File: config.mk
export PLATFORM = sky130hd
export DESIGN_NAME = mips_multicycle_ctrl
export DESIGN_NICKNAME = d
export VERILOG_FILES = /design/src/rtl/mips_multicycle_ctrl.sv
export SDC_FILE = /design/constraint.sdc
export NUM_CORES = 1
export LEC_CHECK = 0
export ABC_AREA = 1
export ABC_CLOCK_PERIOD_IN_PS = 2800
export BUFFER_PORTS_ARGS = -buffer_cell sky130_fd_sc_hd__buf_4
export CAP_MARGIN = 20
export CORE_MARGIN = 1.5
export CORE_UTILIZATION = 56
export CTS_CLUSTER_DIAMETER = 60
export DETAILED_ROUTE_END_ITERATION = 10
export PLACE_DENSITY = 0.83
export SLEW_MARGIN = 20
export SYNTH_ARGS = -nofsm -noshare
export SYNTH_HDL_FRONTEND = slang
export SYNTH_SLANG_ARGS = --single-unit
File: constraint.sdc
create_clock -name clk -period 2.8 [get_ports clk]
set_input_delay 0.56 -clock clk [delete_from_list [all_inputs] [get_ports clk]]
set_output_delay 0.56 -clock clk [all_outputs]
set_load 0.02 [all_outputs]
File: src/rtl/mips_multicycle_ctrl.sv
// Multicycle MIPS control FSM: sequences fetch/decode/execute/memory/write-back
// over a shared datapath, stalls on mem_ready and counts retired instructions.
module mips_multicycle_ctrl #(
    parameter int RETIRE_W = 32
) (
    input  logic                clk,
    input  logic                rst_n,
    input  logic [5:0]          op,
    input  logic [5:0]          funct,
    input  logic                zero,
    input  logic                mem_ready,
    output logic                mem_req,
    output logic                mem_we,
    output logic                i_or_d,
    output logic                ir_write,
    output logic                pc_write,
    output logic [1:0]          pc_src,
    output logic                reg_write,
    output logic                reg_dst,
    output logic                mem_to_reg,
    output logic                alu_src_a,
    output logic [1:0]          alu_src_b,
    output logic [1:0]          alu_ctl,
    output logic [3:0]          state,
    output logic                illegal,
    output logic [RETIRE_W-1:0] retired
);

    typedef enum logic [3:0] {
        S_FETCH     = 4'd0,
        S_DECODE    = 4'd1,
        S_MEM_ADDR  = 4'd2,
        S_MEM_READ  = 4'd3,
        S_MEM_WB    = 4'd4,
        S_MEM_WRITE = 4'd5,
        S_EXECUTE   = 4'd6,
        S_ALU_WB    = 4'd7,
        S_BRANCH    = 4'd8,
        S_JUMP      = 4'd9
    } state_t;

    localparam logic [5:0] OP_RTYPE = 6'b000000;
    localparam logic [5:0] OP_LW    = 6'b100011;
    localparam logic [5:0] OP_SW    = 6'b101011;
    localparam logic [5:0] OP_BEQ   = 6'b000100;
    localparam logic [5:0] OP_J     = 6'b000010;
    localparam logic [5:0] FN_ADD   = 6'b100000;
    localparam logic [5:0] FN_SUB   = 6'b100010;

    state_t                r_state;
    state_t                w_next;
    logic [RETIRE_W-1:0]   r_retired;
    logic                  w_retire;
    logic                  w_ir_write;
    logic                  w_pc_write;
    logic                  w_is_rtype;

    assign w_is_rtype = (op == OP_RTYPE) && ((funct == FN_ADD) || (funct == FN_SUB));

    always_ff @(posedge clk or negedge rst_n) begin
        if (!rst_n) begin
            r_state   <= S_FETCH;
            r_retired <= '0;
        end else begin
            r_state <= w_next;
            if (w_retire) begin
                r_retired <= r_retired + RETIRE_W'(1);
            end
        end
    end

    always_comb begin
        w_next     = r_state;
        w_retire   = 1'b0;
        w_ir_write = 1'b0;
        w_pc_write = 1'b0;
        mem_req    = 1'b0;
        mem_we     = 1'b0;
        i_or_d     = 1'b0;
        pc_src     = 2'b00;
        reg_write  = 1'b0;
        reg_dst    = 1'b0;
        mem_to_reg = 1'b0;
        alu_src_a  = 1'b0;
        alu_src_b  = 2'b00;
        alu_ctl    = 2'b00;
        illegal    = 1'b0;
        case (r_state)
            S_FETCH: begin
                mem_req    = 1'b1;
                alu_src_b  = 2'b01;
                w_ir_write = mem_ready;
                w_pc_write = mem_ready;
                if (mem_ready) w_next = S_DECODE;
            end
            S_DECODE: begin
                // ALU computes PC + (imm << 2) now so BRANCH can use ALUOut.
                alu_src_b = 2'b11;
                if (w_is_rtype)                       w_next = S_EXECUTE;
                else if (op == OP_LW || op == OP_SW)  w_next = S_MEM_ADDR;
                else if (op == OP_BEQ)                w_next = S_BRANCH;
                else if (op == OP_J)                  w_next = S_JUMP;
                else begin
                    illegal = 1'b1;
                    w_next  = S_FETCH;
                end
            end
            S_EXECUTE: begin
                alu_src_a = 1'b1;
                alu_ctl   = (funct == FN_SUB) ? 2'b01 : 2'b00;
                w_next    = S_ALU_WB;
            end
            S_ALU_WB: begin
                reg_write = 1'b1;
                reg_dst   = 1'b1;
                w_retire  = 1'b1;
                w_next    = S_FETCH;
            end
            S_MEM_ADDR: begin
                alu_src_a = 1'b1;
                alu_src_b = 2'b10;
                w_next    = (op == OP_SW) ? S_MEM_WRITE : S_MEM_READ;
            end
            S_MEM_READ: begin
                mem_req = 1'b1;
                i_or_d  = 1'b1;
                if (mem_ready) w_next = S_MEM_WB;
            end
            S_MEM_WB: begin
                reg_write  = 1'b1;
                mem_to_reg = 1'b1;
                w_retire   = 1'b1;
                w_next     = S_FETCH;
            end
            S_MEM_WRITE: begin
                mem_req = 1'b1;
                mem_we  = 1'b1;
                i_or_d  = 1'b1;
                if (mem_ready) begin
                    w_retire = 1'b1;
                    w_next   = S_FETCH;
                end
            end
            S_BRANCH: begin
                alu_src_a  = 1'b1;
                alu_ctl    = 2'b01;
                pc_src     = 2'b01;
                w_pc_write = zero;
                w_retire   = 1'b1;
                w_next     = S_FETCH;
            end
            S_JUMP: begin
                pc_src     = 2'b10;
                w_pc_write = 1'b1;
                w_retire   = 1'b1;
                w_next     = S_FETCH;
            end
            default: w_next = S_FETCH;
        endcase
    end

    // Reset holds FETCH, so only the register-load strobes need explicit gating.
    assign ir_write = w_ir_write & rst_n;
    assign pc_write = w_pc_write & rst_n;
    assign state    = r_state;
    assign retired  = r_retired;

endmodule

==> out/results.tsv <==
metric	value	unit
status	completed	
setup_viol	0	
seq_area_frac_synth	38.4	%
seqPwrFrac	35.0	%
clk_pin_slew_worst_paths	0.07	ns
die_w	67.8	µm
total_power	1.86	mW
critPathCaptureType	primary output	
drc	0	
drt.antenna.violating_nets	0	
track_usage	26.3	%
cp.required	2.24	ns
switchingPower	0.782	mW
diodes	0	
drive_gt1_share	20.4	%
fp-row-count	23	
synthToLayoutAreaGrowth	26.2	%
cp_max_fo	6	
period_needed	2.27	ns
hold_buffers	0	
syn_avg_cell_area	6.69	µm²
antenna_found_initial	0	
clockRootBuffer	clkbuf_8	
finalHoldViolCount	0	
fp.dieH	67.8	µm
htreeDepth	2	
grt_max_degree	49	
initial_core_util	58.3	%
multi_input_area	0.00119	mm²
min_period_over_period	81.0	%
internal_power	1.08	mW
cts_tree	built	
synth_top_area_cell	dfrtp_1	
criticalPathCategory	flop to primary output	
pwr_density_cell	628	mW/mm²
ys_warn_count	0	
first_global_vias	2184	
clockBufferDepth	2	
cts.sinks	36	
p_leak	1.52	nW
io_buffers	66	
clk-insertion-delay-late	0.29	ns
yosys-top-cells-area	dfrtp_1 (38%), nand2_1 (17%), inv_1 (8.6%)	
drv_slew	0	
netlist_area	0.00235	mm²
fin_nets	437	
rsz0062_at_grt	no	
design.core.area	0.00403	mm²
syn_inst	351	
die_area	0.00459	mm²
pwr-share-clk	20.3	%
wl_per_cell	12.0	µm
finalSetupTns	0	ns
postCtsSetupBuffers	0	
viasPerCell	5.18	
final.fill_count	365	
switching_share	42.0	%
arrival	1.71	ns
syn-num-nets	368	
place_congestion	0.872	
wirelength	5650	µm
ys_ff_latch	36	
fmax	441	MHz
dr.pass1.iters	4	
cts-resized-gates	0	
grt_pass1_wl	9160	µm
finClkSkew	0.00811	ns
place_hpwl	4310	µm
startpoint_type	flop	
pwr-share-comb	44.7	%
yosysUniqueCellTypes	26	
irDropWorstVdd	371	µV
yosysTopAreaCellShare	38.4	%
numCtsBuffers	5	
io_pins	68	
drv_cap	0	
route.vias.total	2439	
hold_path.class	input pin to asynchronous set/reset pin	
drt_iter0_drc	141	
seqCellArea	901	µm²
grt_overflow	0	
-- sequential cells by signal, indices dropped and copies added, names as in the netlist --
signal	count
retired	32
state	4
-- worst paths after layout --
path                            start          end  slack (ns)  cells after the start
max                          state[2]      illegal        0.53                      6
min                             rst_n  retired[18]        0.31                      2
max reg2reg                  state[1]  retired[11]        1.03                      6
min reg2reg                retired[7]   retired[7]        0.52                      1
max in group asynchronous       rst_n  retired[29]        2.17                      2
min in group clk           retired[7]   retired[7]        0.52                      1
-- layout by cell type (no fill, tap or decap) --
cell type,n
dfrtp_1,36
nand2_1,109
o211ai_1,1
nor2_1,48
o21ai_0,6
inv_1,54
o22ai_1,1
nand3b_1,1
and2_1,1
nand3_1,31
buf_4,68
conb_1,1
ha_1,1
xnor2_1,13
a21oi_1,4
xor2_1,3
nor2_2,3
nor2_4,1
o21ai_2,1
nand2_2,2
inv_2,3
nand3_2,2
nand4_1,17
clkbuf_8,6
nor3_1,6
clkbuf_1,2
-- metal layers --
metal	vias up	track usage, %	wire length, µm
met3	9	3.83	389
met4	0	9.44	73
met2	84	46.1	2800
met1	1115	32.8	2390
met5	-	0	0
li1	1231	-	-
-- cell families (layout without fill, tap and decap cells) --
kind of cell	count (synthesis)	after routing	synth area share (%)
buf+inv	63	133	11.1
fa+ha+maj	1	1	0.533
flops	36	36	38.4
other cells	1	1	0.160
compound gates	13	13	3.09
simple gates	221	221	40.8
xor+xnor	16	16	5.97
-- final cells by class --
class                      count  share of cell area [%]
sequential                    36                    30.4
inverter                      57                    7.22
tap                           50                    2.11
timing repair buffer          68                    17.2
multi-input combinational    252                    40.0
clock buffer                   8                    3.04
-- cell usage after synthesis (all sizes together) --
master,n
xor2,3
inv,57
nand3b,1
ha,1
nor2,52
nand3,33
and2,1
o211ai,1
xnor2,13
nand4,17
o22ai,1
buf,6
nor3,6
nand2,111
a21oi,4
dfrtp,36
o21ai,7
conb,1
-- power by group through the flow --
stage               Sequential [mW]  Combinational [mW]  Clock, mW
finish                        0.651               0.832      0.379
global route                  0.660               0.900      0.410
CTS                           0.651               0.834      0.384
detailed placement            0.660               0.829          0
global placement              0.658               0.810          0
floorplan                     0.718               0.470          0
-- worst max-delay path, stage by stage, from the launching register on --
cell and delay (ns):
dfrtp_1 0.40, inv_1 0.21, nand2_2 0.13, nor2_1 0.21, inv_1 0.10, nor3_1 0.20, buf_4 0.17
-- through the flow --
step           utilization (%)  std cells  cell area [µm²]  hold WS, ns  setup WS [ns]
2_1_floorplan                -        351             2350        0.264          0.596
3_3_place_gp              71.3        463             2870        0.509          0.827
3_5_place_dp              71.3        463             2870        0.515          0.726
4_1_cts                   73.6        471             2960        0.321          0.559
5_1_grt                   73.6        471             2960        0.352          0.418
6_report                  73.6        471             2960        0.310          0.531
Power figures use the tool's default switching activity.
